--- src/rtl/alu_pkg.sv ---
// -----------------------------------------------------------------------------
// alu_pkg
// Shared types for alu_seq_core and its multiplier sub-module:
//   alu_op_e    - 3-bit opcode encoding seen on the request channel
//   alu_state_e - control FSM state (also exported on the debug port)
//   alu_flags_t - registered flag vector returned with each result
// No ports (package).
// -----------------------------------------------------------------------------
package alu_pkg;

    typedef enum logic [2:0] {
        ALU_ADD = 3'b000,
        ALU_SUB = 3'b001,
        ALU_AND = 3'b010,
        ALU_OR  = 3'b011,
        ALU_XOR = 3'b100,
        ALU_SHL = 3'b101,
        ALU_SHR = 3'b110,
        ALU_MUL = 3'b111
    } alu_op_e;

    typedef enum logic [1:0] {
        ST_IDLE = 2'd0,
        ST_MUL  = 2'd1,
        ST_DONE = 2'd2
    } alu_state_e;

    typedef struct packed {
        logic carry;
        logic ovf;
        logic zero;
        logic err;
    } alu_flags_t;

endpackage

--- src/rtl/alu_seq_core_if.sv ---
// -----------------------------------------------------------------------------
// alu_seq_core_if
// Request/response bundle of alu_seq_core.
//   Request  : in_valid, in_ready, op, a, b
//   Response : out_valid, out_ready, result, result_hi, carry, ovf, zero, err
// Modports:
//   master - the requester/consumer (drives the request, accepts the result)
//   slave  - the ALU core
//
// Handshake: a transfer happens on a rising clk edge where valid and ready are
// both 1. The producer keeps its payload stable while valid=1 and ready=0;
// ready may depend on state only, never combinationally on valid.
// -----------------------------------------------------------------------------
interface alu_seq_core_if #(
    parameter int WIDTH = 8
);
    logic             in_valid;
    logic             in_ready;
    logic [2:0]       op;
    logic [WIDTH-1:0] a;
    logic [WIDTH-1:0] b;
    logic             out_valid;
    logic             out_ready;
    logic [WIDTH-1:0] result;
    logic [WIDTH-1:0] result_hi;
    logic             carry;
    logic             ovf;
    logic             zero;
    logic             err;

    modport master (
        output in_valid, op, a, b, out_ready,
        input  in_ready, out_valid, result, result_hi, carry, ovf, zero, err
    );

    modport slave (
        input  in_valid, op, a, b, out_ready,
        output in_ready, out_valid, result, result_hi, carry, ovf, zero, err
    );
endinterface

--- src/rtl/alu_mul_iter.sv ---
// -----------------------------------------------------------------------------
// alu_mul_iter
// Iterative unsigned shift-add multiplier, one partial product per cycle,
// scanning the multiplier LSB first. Only instantiated when ALU_MUL_EN is set.
// Ports:
//   clk, rst_n  - clock, asynchronous active-low reset
//   start_i     - load operands, clear accumulator and counter
//   a_i, b_i    - multiplicand / multiplier, sampled on start_i
//   done_o      - one-cycle pulse: product_o holds the full product
//   product_o   - 2*WIDTH-bit product
// A start lands on edge 0; edges 1..WIDTH each add one partial product, so
// done_o is high in the cycle after edge WIDTH.
// -----------------------------------------------------------------------------
module alu_mul_iter #(
    parameter int WIDTH = 8,
    parameter int CNT_W = $clog2(WIDTH) + 1
) (
    input  logic                 clk,
    input  logic                 rst_n,
    input  logic                 start_i,
    input  logic [WIDTH-1:0]     a_i,
    input  logic [WIDTH-1:0]     b_i,
    output logic                 done_o,
    output logic [2*WIDTH-1:0]   product_o
);

    localparam logic [CNT_W-1:0] LAST = CNT_W'(WIDTH);

    logic [2*WIDTH-1:0] mcand_q, mcand_d;
    logic [WIDTH-1:0]   mplier_q, mplier_d;
    logic [2*WIDTH-1:0] acc_q, acc_d;
    logic [CNT_W-1:0]   cnt_q, cnt_d;
    logic               busy_q, busy_d;

    always_comb begin
        mcand_d  = mcand_q;
        mplier_d = mplier_q;
        acc_d    = acc_q;
        cnt_d    = cnt_q;
        busy_d   = busy_q;
        if (start_i) begin
            mcand_d  = {{WIDTH{1'b0}}, a_i};
            mplier_d = b_i;
            acc_d    = '0;
            cnt_d    = '0;
            busy_d   = 1'b1;
        end else if (busy_q) begin
            if (cnt_q != LAST) begin
                // Multiplicand is pre-shifted each step so bit i of b adds a<<i.
                acc_d    = acc_q + (mplier_q[0] ? mcand_q : '0);
                mcand_d  = mcand_q << 1;
                mplier_d = mplier_q >> 1;
                cnt_d    = cnt_q + 1'b1;
            end else begin
                // Product was presented for one cycle; go quiet.
                busy_d = 1'b0;
            end
        end
    end

    always_ff @(posedge clk or negedge rst_n) begin
        if (!rst_n) begin
            mcand_q  <= '0;
            mplier_q <= '0;
            acc_q    <= '0;
            cnt_q    <= '0;
            busy_q   <= 1'b0;
        end else begin
            mcand_q  <= mcand_d;
            mplier_q <= mplier_d;
            acc_q    <= acc_d;
            cnt_q    <= cnt_d;
            busy_q   <= busy_d;
        end
    end

    assign done_o    = busy_q && (cnt_q == LAST);
    assign product_o = acc_q;

endmodule

--- src/rtl/alu_seq_core.sv ---
// -----------------------------------------------------------------------------
// alu_seq_core
// Handshaked ALU: accepts one operation over the request channel, returns the
// registered result and flags over the response channel.
// Ports:
//   clk         - rising-edge clock
//   rst_n       - asynchronous active-low reset
//   bus         - alu_seq_core_if.slave (request/response channels)
//   dbg_state_o - current FSM state, for observation only
// Parameters:
//   WIDTH       - operand/result width (>= 2)
//   CNT_W       - derived counter width, do not override
// Build option:
//   ALU_MUL_EN  - when defined, op 111 runs the iterative multiplier
//                 (WIDTH+1 cycles). When undefined, op 111 completes in one
//                 cycle with result=result_hi=0, zero=1, err=1.
// FSM: IDLE (in_ready=1) -> [MUL] -> DONE (out_valid=1) -> IDLE on out_ready.
// -----------------------------------------------------------------------------
module alu_seq_core
    import alu_pkg::*;
#(
    parameter int WIDTH = 8,
    parameter int CNT_W = $clog2(WIDTH) + 1
) (
    input  logic         clk,
    input  logic         rst_n,
    alu_seq_core_if.slave bus,
    output alu_state_e   dbg_state_o
);

    alu_state_e       state_q, state_d;
    logic [WIDTH-1:0] result_q, result_d;
    logic [WIDTH-1:0] result_hi_q, result_hi_d;
    alu_flags_t       flags_q, flags_d;

    alu_op_e          op_w;
    logic [WIDTH:0]   sum_w;
    logic [WIDTH:0]   diff_w;
    logic [CNT_W-2:0] shamt_w;
    logic [WIDTH-1:0] alu_res_w;
    logic             alu_carry_w;
    logic             alu_ovf_w;
    logic             accept_w;

    assign op_w     = alu_op_e'(bus.op);
    assign accept_w = bus.in_valid && (state_q == ST_IDLE);

`ifdef ALU_MUL_EN
    logic               mul_start_w;
    logic               mul_done_w;
    logic [2*WIDTH-1:0] mul_product_w;

    assign mul_start_w = accept_w && (op_w == ALU_MUL);

    alu_mul_iter #(
        .WIDTH (WIDTH),
        .CNT_W (CNT_W)
    ) u_mul (
        .clk       (clk),
        .rst_n     (rst_n),
        .start_i   (mul_start_w),
        .a_i       (bus.a),
        .b_i       (bus.b),
        .done_o    (mul_done_w),
        .product_o (mul_product_w)
    );
`endif

    // Single-cycle datapath, evaluated on the live request operands.
    always_comb begin
        sum_w       = {1'b0, bus.a} + {1'b0, bus.b};
        diff_w      = {1'b0, bus.a} - {1'b0, bus.b};
        shamt_w     = bus.b[CNT_W-2:0];
        alu_res_w   = '0;
        alu_carry_w = 1'b0;
        alu_ovf_w   = 1'b0;
        case (op_w)
            ALU_ADD: begin
                alu_res_w   = sum_w[WIDTH-1:0];
                alu_carry_w = sum_w[WIDTH];
                alu_ovf_w   = (bus.a[WIDTH-1] == bus.b[WIDTH-1]) &&
                              (sum_w[WIDTH-1] != bus.a[WIDTH-1]);
            end
            ALU_SUB: begin
                alu_res_w   = diff_w[WIDTH-1:0];
                // The extra MSB of the difference is the unsigned borrow.
                alu_carry_w = diff_w[WIDTH];
                // Subtracting b is adding -b, whose sign is the inverse of b's.
                alu_ovf_w   = (bus.a[WIDTH-1] != bus.b[WIDTH-1]) &&
                              (diff_w[WIDTH-1] != bus.a[WIDTH-1]);
            end
            ALU_AND: alu_res_w = bus.a & bus.b;
            ALU_OR:  alu_res_w = bus.a | bus.b;
            ALU_XOR: alu_res_w = bus.a ^ bus.b;
            ALU_SHL: alu_res_w = bus.a << shamt_w;
            ALU_SHR: alu_res_w = bus.a >> shamt_w;
            default: ;
        endcase
    end

    // Next-state and output-register logic.
    always_comb begin
        state_d     = state_q;
        result_d    = result_q;
        result_hi_d = result_hi_q;
        flags_d     = flags_q;
        case (state_q)
            ST_IDLE: begin
                if (accept_w) begin
                    if (op_w == ALU_MUL) begin
`ifdef ALU_MUL_EN
                        state_d = ST_MUL;
`else
                        result_d      = '0;
                        result_hi_d   = '0;
                        flags_d.carry = 1'b0;
                        flags_d.ovf   = 1'b0;
                        flags_d.zero  = 1'b1;
                        flags_d.err   = 1'b1;
                        state_d       = ST_DONE;
`endif
                    end else begin
                        result_d      = alu_res_w;
                        result_hi_d   = '0;
                        flags_d.carry = alu_carry_w;
                        flags_d.ovf   = alu_ovf_w;
                        // zero reflects the value being registered.
                        flags_d.zero  = (alu_res_w == '0);
                        flags_d.err   = 1'b0;
                        state_d       = ST_DONE;
                    end
                end
            end
`ifdef ALU_MUL_EN
            ST_MUL: begin
                if (mul_done_w) begin
                    result_d      = mul_product_w[WIDTH-1:0];
                    result_hi_d   = mul_product_w[2*WIDTH-1:WIDTH];
                    flags_d.carry = 1'b0;
                    flags_d.ovf   = 1'b0;
                    flags_d.zero  = (mul_product_w == '0);
                    flags_d.err   = 1'b0;
                    state_d       = ST_DONE;
                end
            end
`endif
            ST_DONE: begin
                if (bus.out_ready) begin
                    state_d = ST_IDLE;
                end
            end
            default: state_d = ST_IDLE;
        endcase
    end

    always_ff @(posedge clk or negedge rst_n) begin
        if (!rst_n) begin
            state_q     <= ST_IDLE;
            result_q    <= '0;
            result_hi_q <= '0;
            flags_q     <= '0;
        end else begin
            state_q     <= state_d;
            result_q    <= result_d;
            result_hi_q <= result_hi_d;
            flags_q     <= flags_d;
        end
    end

    assign bus.in_ready  = (state_q == ST_IDLE);
    assign bus.out_valid = (state_q == ST_DONE);
    assign bus.result    = result_q;
    assign bus.result_hi = result_hi_q;
    assign bus.carry     = flags_q.carry;
    assign bus.ovf       = flags_q.ovf;
    assign bus.zero      = flags_q.zero;
    assign bus.err       = flags_q.err;
    assign dbg_state_o   = state_q;

endmodule
--- src/flat_wrapper.sv ---
// flat-port wrapper written by rule: the top's interface ports become plain ports
module alu_seq_core_flat import alu_pkg::*;
#(
    parameter int WIDTH = 8,
    parameter int CNT_W = $clog2(WIDTH) + 1
)
  (clk, rst_n, dbg_state_o, bus_in_valid, bus_op, bus_a, bus_b, bus_out_ready, bus_in_ready, bus_out_valid, bus_result, bus_result_hi, bus_carry, bus_ovf, bus_zero, bus_err);
  alu_seq_core_if #(.WIDTH(WIDTH)) bus_i ();
  input  logic clk;
  input  logic rst_n;
  output alu_state_e dbg_state_o;
  input wire logic [$bits(bus_i.in_valid)-1:0] bus_in_valid;
  input wire logic [$bits(bus_i.op)-1:0] bus_op;
  input wire logic [$bits(bus_i.a)-1:0] bus_a;
  input wire logic [$bits(bus_i.b)-1:0] bus_b;
  input wire logic [$bits(bus_i.out_ready)-1:0] bus_out_ready;
  output wire logic [$bits(bus_i.in_ready)-1:0] bus_in_ready;
  output wire logic [$bits(bus_i.out_valid)-1:0] bus_out_valid;
  output wire logic [$bits(bus_i.result)-1:0] bus_result;
  output wire logic [$bits(bus_i.result_hi)-1:0] bus_result_hi;
  output wire logic [$bits(bus_i.carry)-1:0] bus_carry;
  output wire logic [$bits(bus_i.ovf)-1:0] bus_ovf;
  output wire logic [$bits(bus_i.zero)-1:0] bus_zero;
  output wire logic [$bits(bus_i.err)-1:0] bus_err;
  assign bus_i.in_valid = bus_in_valid;
  assign bus_i.op = bus_op;
  assign bus_i.a = bus_a;
  assign bus_i.b = bus_b;
  assign bus_i.out_ready = bus_out_ready;
  assign bus_in_ready = bus_i.in_ready;
  assign bus_out_valid = bus_i.out_valid;
  assign bus_result = bus_i.result;
  assign bus_result_hi = bus_i.result_hi;
  assign bus_carry = bus_i.carry;
  assign bus_ovf = bus_i.ovf;
  assign bus_zero = bus_i.zero;
  assign bus_err = bus_i.err;
  alu_seq_core #(.WIDTH(WIDTH), .CNT_W(CNT_W)) u_core (.clk(clk), .rst_n(rst_n), .bus(bus_i), .dbg_state_o(dbg_state_o));
endmodule
--- config.mk ---
export PLATFORM = sky130hd
export DESIGN_NAME = alu_seq_core_flat
export DESIGN_NICKNAME = d
export VERILOG_FILES = /design/src/rtl/alu_pkg.sv /design/src/rtl/alu_seq_core_if.sv /design/src/rtl/alu_mul_iter.sv /design/src/rtl/alu_seq_core.sv /design/src/flat_wrapper.sv
export SDC_FILE = /design/constraint.sdc
export NUM_CORES = 1
export LEC_CHECK = 0
export BUFFER_PORTS_ARGS = -buffer_cell sky130_fd_sc_hd__buf_2
export CAP_MARGIN = 20
export CORE_ASPECT_RATIO = 0.7
export CORE_MARGIN = 2
export CORE_UTILIZATION = 55
export DETAILED_ROUTE_END_ITERATION = 6
export PLACE_DENSITY = 0.9
export SLEW_MARGIN = 30
export SYNTH_ARGS = -nofsm -noshare
export SYNTH_HDL_FRONTEND = slang
export SYNTH_SLANG_ARGS = --single-unit
--- constraint.sdc ---
create_clock -name clk -period 4.25 [get_ports clk]
set_clock_uncertainty 0.15 [all_clocks]
set_input_delay 0.425 -clock clk [delete_from_list [all_inputs] [get_ports clk]]
set_output_delay 0.425 -clock clk [all_outputs]
set_load 0.01 [all_outputs]
==> results.cfg <==
[run_status]
status = finished, final reports clean

[placed_design]
place.gp.congestion = 1.07
hpwl_um = 4500
placed_cells = 347
portBuffers = 37

[drt]
drt_first_pass_iters = 6
dr_total_vias = 2128
wl_per_cell_um = 16.2
first_iter_violations = 225
dr_wl_met2_um = 2430
wl_met3_um = 673
avgViaCountPerCell = 6.05
top_layer = met4
drtAntennaViolNets = 0
wirelength_um = 5710
drc_errors = 0
met1_length_um = 2510

[global_routing]
grt_max_degree = 28
antenna_found_initial = 0
grt_pass1_wl_um = 9340
grt.overflow.total = 0
grt_use_total_pct = 26.1
grt_pass1_vias = 1974

[clock_network]
post_cts_buffers = 0
numCtsBuffers = 3
clkSinkCount = 13
htreeDepth = 1
clk_pin_slew_ns = 0.05
clockBufferDepth = 2
clockRootBuffer = clkbuf_8
clk_latency_ns = 0.24
cts_tree = done

[setup_path]
critPathArrivalTime_ns = 2.84
critPathMaxFanout = 17
start_kind = primary input
crit_required_ns = 4.28
critPathKind = primary input to flip-flop
cpPeakStageDelay_ns = 0.41
critPathCaptureType = flip-flop
worstPathCellList = buf_2 -> ha_1 -> inv_1 -> fa_1 -> nor2b_1 -> o31a_1 -> o21ai_0 -> a21oi_1 -> xnor2_1 -> a221oi_1 -> a41o_1
cpMaxStageDelayCell = fa_1

[synth]
postSynthAreaPerCell_sq_um = 8.05
synth_seq_cells = 13
yosys_warnings = 0
synth_edf_count = 0
ys.flop_type = dfrtp_1
async_flop_share_pct = 100
ys_seq_area_share_pct = 14.7
syn_inst = 275
netlist_area_sq_um = 2210
ys_types = 55

[cells_and_area]
layout_commonest_cell = buf_2
final_cells = 352
seqCellArea_sq_um = 325
nets = 351
n_antenna_cell = 0
syn2layout_area_growth_pct = 7.97
multiInputGateArea_sq_um = 1660
nFillCells = 357
layout_common_cells = 37 x buf_2, 26 x inv_1, 25 x nand2_1, 25 x ha_1, 22 x a21oi_1
drive_above_1_share_pct = 18.0

[timing]
period_minus_slack_ns = 2.81
worstMarginPinSlew_ns = 0.711
fin_setup_tns_ns = 0
max_freq_ghz = 0.356
setup_viol = 0
hold_viol_final = 0
rsz0062_at_grt = no
drv_slew = 0
fin_crit_sh_pct = 66.2
slew_headroom_pct = 52.2

[floorplanning]
die_h_um = 57.1
ios = 47
die_width_um = 79.8
num_rows = 19
core_area_sq_um = 3900
die-area_sq_um = 4560
initial_utilization_pct = 56.8

[pwr]
vdd_ir_drop_max_v = 0.000182
power_mw = 0.557
powerDensity_nw_per_um2 = 233
p_leak_nw = 1.14

[flow_run]
cap_viol_max_count = 0

[worst_hold_path]
hp-class = primary input to flip-flop
==> metal layers <==
metal,GRT usage (%),vias up
met4,8.96,0
li1,-,1011
met5,0,-
met1,38.3,975
met2,39.3,127
met3,4.59,15
==> flip-flops by register name, indices dropped and copies added, names as in the netlist <==
name / count
u_core.bus.carry: 1
u_core.bus.err: 1
u_core.bus.ovf: 1
u_core.bus.result: 8
u_core.bus.zero: 1
u_core.dbg_state_o: 1
==> cells in the mapped netlist (3+ instances only) <==
| library cell | instances | share of area [%] |
|---|---|---|
| o21ai_0 | 17 | 3.8 |
| nor3b_1 | 3 | 1.0 |
| o21bai_1 | 3 | 1.0 |
| nand2b_1 | 5 | 1.4 |
| buf_4 | 11 | 3.7 |
| a31oi_1 | 3 | 0.85 |
| mux2i_1 | 9 | 4.1 |
| ha_1 | 25 | 14 |
| xor2_1 | 3 | 1.2 |
| clkbuf_1 | 4 | 0.68 |
| a21oi_1 | 22 | 5.0 |
| a211oi_1 | 8 | 2.7 |
| a221o_1 | 3 | 1.4 |
| xnor2_1 | 5 | 2.0 |
| nor2b_1 | 6 | 1.7 |
| dfrtp_1 | 13 | 15 |
| nor2_1 | 17 | 2.9 |
| nor3_1 | 6 | 1.4 |
| nand2_1 | 25 | 4.2 |
| inv_1 | 26 | 4.4 |
| buf_2 | 7 | 1.6 |
| a221oi_1 | 3 | 1.2 |
| nand3_1 | 4 | 0.90 |
| mux4_2 | 8 | 8.1 |
==> final cells by class <==
cell class	instances	area share, %
Multi-Input combinational cell	218	69.4
Sequential cell	13	13.6
Timing Repair Buffer	38	8.16
Inverter	27	4.24
Tap cell	52	2.72
Clock buffer	4	1.88
==> power breakdown <==
part | internal [mW] | switching [mW]
Combinational | 0.117 | 0.170
Sequential | 0.150 | 0.0122
Clock | 0.0661 | 0.0416
==> logic make-up (layout without fill, tap and decap cells) <==
family	after synthesis	after routing	synth area share [%]
AOI/OAI and AO/OA	80	80	24.5
and+or+nand+nor	77	77	17.6
buffers and inverters	52	69	11.8
adders and majority gates	27	27	15.9
muxes	17	17	12.2
DFF	13	13	14.7
xor gates and xnor gates	8	8	3.16
other	1	9	0.169
==> stage by stage <==
step	area (sq um)	worst slack (ns)	hold WS [ns]	util [%]
floorplan	2240	1.47	-0.0206	-
global placement	2340	1.29	0.165	59.9
detailed placement	2340	1.24	0.168	59.9
CTS	2390	1.48	0.225	61.3
global route	2390	1.24	0.226	61.3
finish	2390	1.44	0.223	61.3
==> path summary, 6_finish.rpt <==
check / startpoint / endpoint / slack [ns] / cells past startpoint
max reg2reg: u_core.dbg_state_o[1] / u_core.bus.zero / 2.18 / 7
min in group asynchronous: rst_n / u_core.bus.result[6] / 0.45 / 2
min: bus_out_ready / u_core.dbg_state_o[1] / 0.22 / 2
min reg2reg: u_core.bus.result[3] / u_core.bus.result[3] / 0.32 / 2
max in group asynchronous: rst_n / u_core.dbg_state_o[1] / 3.28 / 2
max: bus_b[0] / u_core.bus.zero / 1.44 / 11
==> critical path: cells and delay by family <==
kind / cells / cell delay [ns]
buffers and inverters: 2 / 0.41
xor gates and xnor gates: 1 / 0.12
adders and majority gates: 2 / 0.70
AOI/OAI and AO/OA: 5 / 1.00
and+or+nand+nor: 1 / 0.18
==> what timing repair did <==
item / in CTS / in global routing
gates resized for setup: 0 / 0
hold endpoints to repair: 13 / 0
hold buffers: 1 / 0
(Power assumes the default switching activity.)
